## config.mk

```make
export PLATFORM = sky130hd
export DESIGN_NAME = fxp_alu_sequencer_flat
export DESIGN_NICKNAME = d
export VERILOG_FILES = /design/src/rtl/fxp_pkg.sv /design/src/rtl/fxp_alu_sequencer_if.sv /design/src/rtl/fxp_alu.sv /design/src/rtl/fxp_div_iter.sv /design/src/rtl/fxp_alu_sequencer.sv /design/src/flat_wrapper.sv
export SDC_FILE = /design/constraint.sdc
export NUM_CORES = 2
export LEC_CHECK = 0
export ABC_CLOCK_PERIOD_IN_PS = 27800
export CORE_MARGIN = 4
export CORE_UTILIZATION = 48
export DETAILED_ROUTE_END_ITERATION = 10
export PLACE_DENSITY_LB_ADDON = 0.08
export SETUP_SLACK_MARGIN = 0.15
export SLEW_MARGIN = 20
export SYNTH_ARGS = -nofsm -noshare
export SYNTH_HDL_FRONTEND = slang
export SYNTH_HIERARCHICAL = 1
export SYNTH_SLANG_ARGS = --single-unit
```

## constraint.sdc

```tcl
create_clock -name clk -period 27.8 [get_ports clk]
set_clock_uncertainty 0.1 [all_clocks]
set_input_delay 5.56 -clock clk [delete_from_list [all_inputs] [get_ports clk]]
set_output_delay 5.56 -clock clk [all_outputs]
set_load 0.01 [all_outputs]
```

## src/rtl/fxp_pkg.sv

```systemverilog
// rtl/fxp_pkg.sv - shared op/state encodings and saturation limits for the fixed-point sequencer
package fxp_pkg;

    localparam int FXP_N = 32;
    localparam int FXP_Q = 12;

    typedef enum logic [1:0] {
        OP_ADD = 2'b00,
        OP_SUB = 2'b01,
        OP_MUL = 2'b10,
        OP_DIV = 2'b11
    } fxp_op_e;

    typedef enum logic [1:0] {
        IDLE = 2'b00,
        DIV  = 2'b01,
        DONE = 2'b10
    } fxp_state_e;

    function automatic logic [63:0] fxp_max(input int n);
        return (64'd1 << (n - 1)) - 64'd1;
    endfunction

    function automatic logic [63:0] fxp_min(input int n);
        return 64'd1 << (n - 1);
    endfunction

endpackage

```

## src/rtl/fxp_alu_sequencer_if.sv

```systemverilog
// rtl/fxp_alu_sequencer_if.sv - op request and result channels between issuer, sequencer and consumer
interface fxp_alu_sequencer_if #(
    parameter int N = 32
);
    logic         in_valid;
    logic         in_ready;
    logic [N-1:0] in_a;
    logic [N-1:0] in_b;
    logic [1:0]   in_op;
    logic         out_valid;
    logic         out_ready;
    logic [N-1:0] out_result;
    logic         out_ovf;
    logic         out_div0;

    modport master (
        output in_valid, in_a, in_b, in_op, out_ready,
        input  in_ready, out_valid, out_result, out_ovf, out_div0
    );

    modport slave (
        input  in_valid, in_a, in_b, in_op, out_ready,
        output in_ready, out_valid, out_result, out_ovf, out_div0
    );
endinterface

```

## src/rtl/fxp_alu.sv

```systemverilog
// rtl/fxp_alu.sv - combinational add/sub/mul with overflow; FXP_SAT_EN clamps overflowed results
module fxp_alu
    import fxp_pkg::*;
#(
    parameter int N = FXP_N,
    parameter int Q = FXP_Q
) (
    input  logic [N-1:0] a,
    input  logic [N-1:0] b,
    input  fxp_op_e      op,
    output logic [N-1:0] result,
    output logic         ovf
);
    logic [N-1:0]   sum;
    logic [N-1:0]   diff;
    logic [N-1:0]   mag_a;
    logic [N-1:0]   mag_b;
    logic [2*N-1:0] mag_p;
    logic [2*N-1:0] prod_s;
    logic [N-1:0]   mul_res;
    logic           mul_ovf;

    assign sum   = a + b;
    assign diff  = a - b;
    assign mag_a = a[N-1] ? -a : a;
    assign mag_b = b[N-1] ? -b : b;
    // One unsigned multiplier; the signed product is recovered from the magnitude.
    assign mag_p   = {{N{1'b0}}, mag_a} * {{N{1'b0}}, mag_b};
    assign prod_s  = (a[N-1] ^ b[N-1]) ? -mag_p : mag_p;
    assign mul_res = N'(prod_s >> Q);
    assign mul_ovf = |(mag_p >> (N - 1 + Q));

`ifdef FXP_SAT_EN
    localparam logic [N-1:0] RES_MAX = N'(fxp_max(N));
    localparam logic [N-1:0] RES_MIN = N'(fxp_min(N));
    logic sat_neg;
`endif

    always_comb begin
        result = sum;
        ovf    = 1'b0;
`ifdef FXP_SAT_EN
        sat_neg = a[N-1];
`endif
        case (op)
            OP_SUB: begin
                result = diff;
                ovf    = (a[N-1] != b[N-1]) && (diff[N-1] != a[N-1]);
            end
            OP_MUL: begin
                result = mul_res;
                ovf    = mul_ovf;
`ifdef FXP_SAT_EN
                sat_neg = a[N-1] ^ b[N-1];
`endif
            end
            default: begin
                ovf = (a[N-1] == b[N-1]) && (sum[N-1] != a[N-1]);
            end
        endcase
`ifdef FXP_SAT_EN
        if (ovf) begin
            result = sat_neg ? RES_MIN : RES_MAX;
        end
`endif
    end
endmodule

```

## src/rtl/fxp_div_iter.sv

```systemverilog
// rtl/fxp_div_iter.sv - restoring unsigned divider, (dividend << Q) / divisor, one quotient bit per cycle
module fxp_div_iter #(
    parameter int N = 32,
    parameter int Q = 12
) (
    input  logic           clk,
    input  logic           rst,
    input  logic           start,
    input  logic [N-1:0]   dividend,
    input  logic [N-1:0]   divisor,
    output logic           done,
    output logic [N+Q-1:0] quot
);
    localparam int W  = N + Q;
    localparam int CW = $clog2(W);
    localparam logic [CW-1:0] LAST = CW'(W - 1);

    logic [W-1:0]  dvd;
    logic [N:0]    rem;
    logic [N-1:0]  dsr;
    logic [CW-1:0] cnt;
    logic          run;
    logic [N+1:0]  shifted;
    logic          ge;
    logic [N:0]    rem_next;

    // Quotient bits shift into the vacated low end of the dividend register.
    assign shifted  = {rem, dvd[W-1]};
    assign ge       = shifted >= {2'b00, dsr};
    assign rem_next = ge ? (N+1)'(shifted - {2'b00, dsr}) : (N+1)'(shifted);
    assign quot     = {dvd[W-2:0], ge};
    assign done     = run && (cnt == LAST);

    always_ff @(posedge clk) begin
        if (rst) begin
            dvd <= '0;
            rem <= '0;
            dsr <= '0;
            cnt <= '0;
            run <= 1'b0;
        end else if (start) begin
            dvd <= {dividend, {Q{1'b0}}};
            rem <= '0;
            dsr <= divisor;
            cnt <= '0;
            run <= 1'b1;
        end else if (run) begin
            dvd <= quot;
            rem <= rem_next;
            if (done) begin
                run <= 1'b0;
            end else begin
                cnt <= cnt + 1'b1;
            end
        end
    end
endmodule

```

## src/rtl/fxp_alu_sequencer.sv

```systemverilog
// rtl/fxp_alu_sequencer.sv - valid/ready fixed-point op sequencer; FXP_SAT_EN clamps overflowed results
module fxp_alu_sequencer
    import fxp_pkg::*;
#(
    parameter int N = FXP_N,
    parameter int Q = FXP_Q
) (
    input  logic                 clk,
    input  logic                 rst,
    fxp_alu_sequencer_if.slave   bus,
    output logic                 busy
);
    localparam logic [N-1:0]   RES_MAX   = N'(fxp_max(N));
    localparam logic [N-1:0]   RES_MIN   = N'(fxp_min(N));
    localparam logic [N+Q-1:0] Q_MAX_POS = (N+Q)'(fxp_max(N));
    localparam logic [N+Q-1:0] Q_MAX_NEG = (N+Q)'(fxp_min(N));

    fxp_state_e     state;
    logic           out_valid_q;
    logic [N-1:0]   result_q;
    logic           ovf_q;
    logic           div0_q;
    logic           div_neg;

    fxp_op_e        op;
    logic           accept;
    logic           b_zero;
    logic [N-1:0]   mag_a;
    logic [N-1:0]   mag_b;
    logic [N-1:0]   alu_res;
    logic           alu_ovf;
    logic           div_start;
    logic           div_done;
    logic [N+Q-1:0] div_quot;
    logic [N-1:0]   imm_res;
    logic           imm_ovf;
    logic           imm_div0;
    logic [N-1:0]   dq_res;
    logic           dq_ovf;

    assign op           = fxp_op_e'(bus.in_op);
    assign bus.in_ready = !rst && ((state == IDLE) || ((state == DONE) && bus.out_ready));
    assign accept       = bus.in_valid && bus.in_ready;
    assign b_zero       = (bus.in_b == '0);
    assign mag_a        = bus.in_a[N-1] ? -bus.in_a : bus.in_a;
    assign mag_b        = bus.in_b[N-1] ? -bus.in_b : bus.in_b;
    assign div_start    = accept && (op == OP_DIV) && !b_zero;

    assign bus.out_valid  = out_valid_q;
    assign bus.out_result = result_q;
    assign bus.out_ovf    = ovf_q;
    assign bus.out_div0   = div0_q;
    assign busy           = (state != IDLE);

    fxp_alu #(.N(N), .Q(Q)) u_alu (
        .a      (bus.in_a),
        .b      (bus.in_b),
        .op     (op),
        .result (alu_res),
        .ovf    (alu_ovf)
    );

    fxp_div_iter #(.N(N), .Q(Q)) u_div (
        .clk      (clk),
        .rst      (rst),
        .start    (div_start),
        .dividend (mag_a),
        .divisor  (mag_b),
        .done     (div_done),
        .quot     (div_quot)
    );

    // Single-cycle results; a divide reaching here has b==0.
    always_comb begin
        imm_res  = alu_res;
        imm_ovf  = alu_ovf;
        imm_div0 = 1'b0;
        if (op == OP_DIV) begin
            imm_res  = bus.in_a[N-1] ? RES_MIN : RES_MAX;
            imm_ovf  = 1'b1;
            imm_div0 = 1'b1;
        end
    end

    // -2^(N-1) is representable, so the negative limit is one larger in magnitude.
    always_comb begin
        dq_ovf = div_neg ? (div_quot > Q_MAX_NEG) : (div_quot > Q_MAX_POS);
        dq_res = div_neg ? -div_quot[N-1:0] : div_quot[N-1:0];
`ifdef FXP_SAT_EN
        if (dq_ovf) begin
            dq_res = div_neg ? RES_MIN : RES_MAX;
        end
`endif
    end

    always_ff @(posedge clk) begin
        if (rst) begin
            state       <= IDLE;
            out_valid_q <= 1'b0;
            result_q    <= '0;
            ovf_q       <= 1'b0;
            div0_q      <= 1'b0;
            div_neg     <= 1'b0;
        end else begin
            case (state)
                IDLE, DONE: begin
                    if ((state == DONE) && bus.out_ready) begin
                        out_valid_q <= 1'b0;
                        state       <= IDLE;
                    end
                    if (accept) begin
                        if ((op == OP_DIV) && !b_zero) begin
                            state   <= DIV;
                            div_neg <= bus.in_a[N-1] ^ bus.in_b[N-1];
                        end else begin
                            state       <= DONE;
                            out_valid_q <= 1'b1;
                            result_q    <= imm_res;
                            ovf_q       <= imm_ovf;
                            div0_q      <= imm_div0;
                        end
                    end
                end
                DIV: begin
                    if (div_done) begin
                        state       <= DONE;
                        out_valid_q <= 1'b1;
                        result_q    <= dq_res;
                        ovf_q       <= dq_ovf;
                        div0_q      <= 1'b0;
                    end
                end
                default: state <= IDLE;
            endcase
        end
    end
endmodule

```

## src/flat_wrapper.sv

```systemverilog
// flat-port wrapper written by rule: the top's interface ports become plain ports
module fxp_alu_sequencer_flat import fxp_pkg::*;
#(
    parameter int N = FXP_N,
    parameter int Q = FXP_Q
)
  (clk, rst, busy, bus_in_valid, bus_in_a, bus_in_b, bus_in_op, bus_out_ready, bus_in_ready, bus_out_valid, bus_out_result, bus_out_ovf, bus_out_div0);
  fxp_alu_sequencer_if #(.N(N)) bus_i ();
  input  logic clk;
  input  logic rst;
  output logic busy;
  input wire logic [$bits(bus_i.in_valid)-1:0] bus_in_valid;
  input wire logic [$bits(bus_i.in_a)-1:0] bus_in_a;
  input wire logic [$bits(bus_i.in_b)-1:0] bus_in_b;
  input wire logic [$bits(bus_i.in_op)-1:0] bus_in_op;
  input wire logic [$bits(bus_i.out_ready)-1:0] bus_out_ready;
  output wire logic [$bits(bus_i.in_ready)-1:0] bus_in_ready;
  output wire logic [$bits(bus_i.out_valid)-1:0] bus_out_valid;
  output wire logic [$bits(bus_i.out_result)-1:0] bus_out_result;
  output wire logic [$bits(bus_i.out_ovf)-1:0] bus_out_ovf;
  output wire logic [$bits(bus_i.out_div0)-1:0] bus_out_div0;
  assign bus_i.in_valid = bus_in_valid;
  assign bus_i.in_a = bus_in_a;
  assign bus_i.in_b = bus_in_b;
  assign bus_i.in_op = bus_in_op;
  assign bus_i.out_ready = bus_out_ready;
  assign bus_in_ready = bus_i.in_ready;
  assign bus_out_valid = bus_i.out_valid;
  assign bus_out_result = bus_i.out_result;
  assign bus_out_ovf = bus_i.out_ovf;
  assign bus_out_div0 = bus_i.out_div0;
  fxp_alu_sequencer #(.N(N), .Q(Q)) u_core (.clk(clk), .rst(rst), .bus(bus_i), .busy(busy));
endmodule
```

==> impl_metrics.json <==
{
  "synthesis.area_um2": 50000,
  "arrival_ps": 19170,
  "cp_slowest_cell": "a2111oi_1",
  "drive_gt1_share_pct": 5.53,
  "grt_pass1_vias": 44800,
  "drc": 0,
  "portBuffers": 106,
  "dieArea_um2": 109000,
  "track_usage_pct": 34.9,
  "hold_path_class": "flop to flop",
  "final_cell_mix": "inv_1, nor2_1, fa_1",
  "synth_seq_cells": 154,
  "die_h_um": 331,
  "synth_edf_count": 0,
  "final-hold-violation-count": 0,
  "row_count": 118,
  "crit_required_ps": 27990,
  "final_util_pct": 51.9,
  "path_class": "input pin to flop",
  "max-clock-path-buffers": 2,
  "crit_top_cell": "fa_1",
  "end_kind": "flop",
  "die_w_um": 331,
  "final_common_cell": "inv_1",
  "root_buffer": "clkbuf_16",
  "placed_area_um2": 53100,
  "yosys_most_used_dff": "dfxtp_1",
  "gp_congestion": 0.983,
  "setup_tns_ps": 0,
  "nNetsFinal": 7471,
  "stdcell_area_um2": 53700,
  "wl_mm": 188,
  "area_growth_pct": 7.33,
  "finalSetupViolations": 0,
  "ioPinCount": 107,
  "ctsHoldBuffers": 0,
  "route.detailed.wl_per_inst_um": 25.0,
  "timing.final.max_slew_violations": 0,
  "cts-buffers-inserted": 17,
  "clock_latency_ps": 450,
  "cpPeakStageDelay_ps": 1030,
  "yosys-top-cells-area": "fa_1, ha_1, inv_1",
  "multi_input_area_um2": 42000,
  "status": "complete, no violations",
  "tightest_slew_ps": 1210,
  "postCtsSetupRepairBufs": 0,
  "antenna_found_initial": 10,
  "yosys_warnings": 6,
  "async_flop_share_pct": 0,
  "firstDrtPassIters": 6,
  "start_kind": "input pin",
  "slew_headroom_pct": 19.1,
  "ant_nets": 0,
  "yosysSeqAreaShare_pct": 6.16,
  "grt_max_degree": 84,
  "n_fill_cell": 10100,
  "start_util_pct": 48.3,
  "drv_cap": 0,
  "synth_nets": 7559,
  "cts.repair.resized": 0,
  "vias_per_cell": 5.89,
  "cts.sinks": 154,
  "regArea_um2": 3090,
  "core_um2": 103000,
  "synth_top_area_share_pct": 36.0,
  "max_freq_mhz": 52.7,
  "fin_crit_ps": 18980,
  "cp_max_fo": 27,
  "synth_top_cell_by_area": "fa_1",
  "rsz0062_at_grt": "false",
  "cp_top_family": "adder cells",
  "synthCells": 6225,
  "vias": 44400,
  "ys_types": 102,
  "drt-initial-drc-count": 3874,
  "grt_overflow": 0,
  "htree_levels": 4,
  "period_share_pct": 68.3,
  "path_clk_slew_ps": 70,
  "grt_pass1_wl_mm": 286,
  "post-dp-hpwl_mm": 148,
  "cts_tree": "built",
  "critPathBufInv": 9,
  "holdWs_ps": 354,
  "syn_area_per_cell_um2": 8.04
}
registers in the layout, summed over array words and instances, names as in the netlist:
register               count
u_core/bus.out_result     32
u_core/bus.out_valid       1
u_core/u_div/cnt           6
u_core/u_div/dsr          32
u_core/bus.out_div0        1
u_core/state               2
u_core/u_div/rem          33
u_core/u_div/dvd          44
u_core/u_div/run           1
u_core/div_neg             1
u_core/bus.out_ovf         1
path summary, 6_finish.rpt:
path / end / slack [ps] / startpoint / cells past startpoint
min reg2reg: u_core/bus.out_result[21]$_SDFFE_PP0P_ / 350 / u_core/bus.out_result[21]$_SDFFE_PP0P_ / 2
max: u_core/bus.out_ovf$_SDFFE_PP0P_ / 8820 / bus_in_a[0] / 41
max reg2reg: u_core/bus.out_result[28]$_SDFFE_PP0P_ / 22660 / u_core/u_div/dvd[43]$_SDFFE_PP0P_ / 18
min: u_core/bus.out_result[21]$_SDFFE_PP0P_ / 350 / u_core/bus.out_result[21]$_SDFFE_PP0P_ / 2
per-layer routing:
layer | vias to the layer above | GRT usage [%] | share of wire, % | wire (µm)
li1 | 19500 | - | - | -
met1 | 22500 | 46.8 | 41 | 76500
met3 | 445 | 6.22 | 8.4 | 15800
met5 | - | 0 | 0.019 | 36
met2 | 1896 | 55.5 | 45 | 85600
met4 | 6 | 15.3 | 5.5 | 10300
synthesized netlist by cell type, drive strengths merged (11+ instances only):
| cell type | n |
|---|---|
| o21a | 24 |
| nor3b | 12 |
| o41ai | 31 |
| a31oi | 35 |
| o31ai | 48 |
| or4 | 22 |
| a211o | 21 |
| a21boi | 11 |
| ha | 365 |
| or3 | 35 |
| nor2b | 21 |
| xor2 | 87 |
| nand2 | 635 |
| a221oi | 21 |
| inv | 1095 |
| clkbuf | 270 |
| nor2 | 924 |
| xnor2 | 210 |
| a21o | 42 |
| fa | 899 |
| nand3 | 74 |
| nor3 | 62 |
| a211oi | 47 |
| and2 | 14 |
| o22ai | 38 |
| o21bai | 21 |
| o221ai | 11 |
| dfxtp | 154 |
| and3 | 17 |
| nand4 | 51 |
| a21oi | 275 |
| o21ai | 177 |
| mux2i | 107 |
| o211ai | 32 |
| nor4 | 33 |
| nand2b | 39 |
| or2 | 21 |
| buf | 94 |
worst reg2reg max path, stage by stage, from the launching register on:
cell	delay, ps
dfxtp_1	390
inv_1	90
ha_1	160
inv_1	50
fa_1	390
a21oi_1	270
o21ai_2	120
a21oi_2	190
o21bai_4	120
a311oi_2	390
o31ai_4	130
inv_1	70
ha_1	220
nor4b_1	920
nand3_1	400
o31ai_1	430
xor2_1	160
a211o_1	310
a21oi_1	150
cell families after synthesis:
kind of cell / share of synthesized area, %
XOR/XNOR: 5.22
adder cells (fa/ha/maj): 45.1
buffers and inverters: 11.5
multiplexers: 2.32
AO/OA/AOI/OAI: 12.6
flip-flops: 6.16
AND/OR/NAND/NOR: 17.1
final cells by class:
| type | count | share of cell area (%) |
|---|---|---|
| Inverter | 1098 | 7.68 |
| Antenna cell | 6 | 0.0280 |
| Multi-Input combinational cell | 4609 | 78.2 |
| Timing Repair Buffer | 257 | 4.06 |
| Clock inverter | 14 | 0.282 |
| Tap cell | 1380 | 3.22 |
| Clock buffer | 18 | 0.818 |
| Sequential cell | 154 | 5.75 |
stage by stage:
step / instances / setup slack, ps
floorplan: 6225 / 11490
global placement: 7498 / 8580
detailed placement: 7498 / 8670
CTS: 7530 / 9090
global route: 7530 / 8340
finish: 7536 / 8820
Power is left out: the tool's default activity adds up to more than one toggle a clock period on the data nets, which glitch-free logic cannot reach.
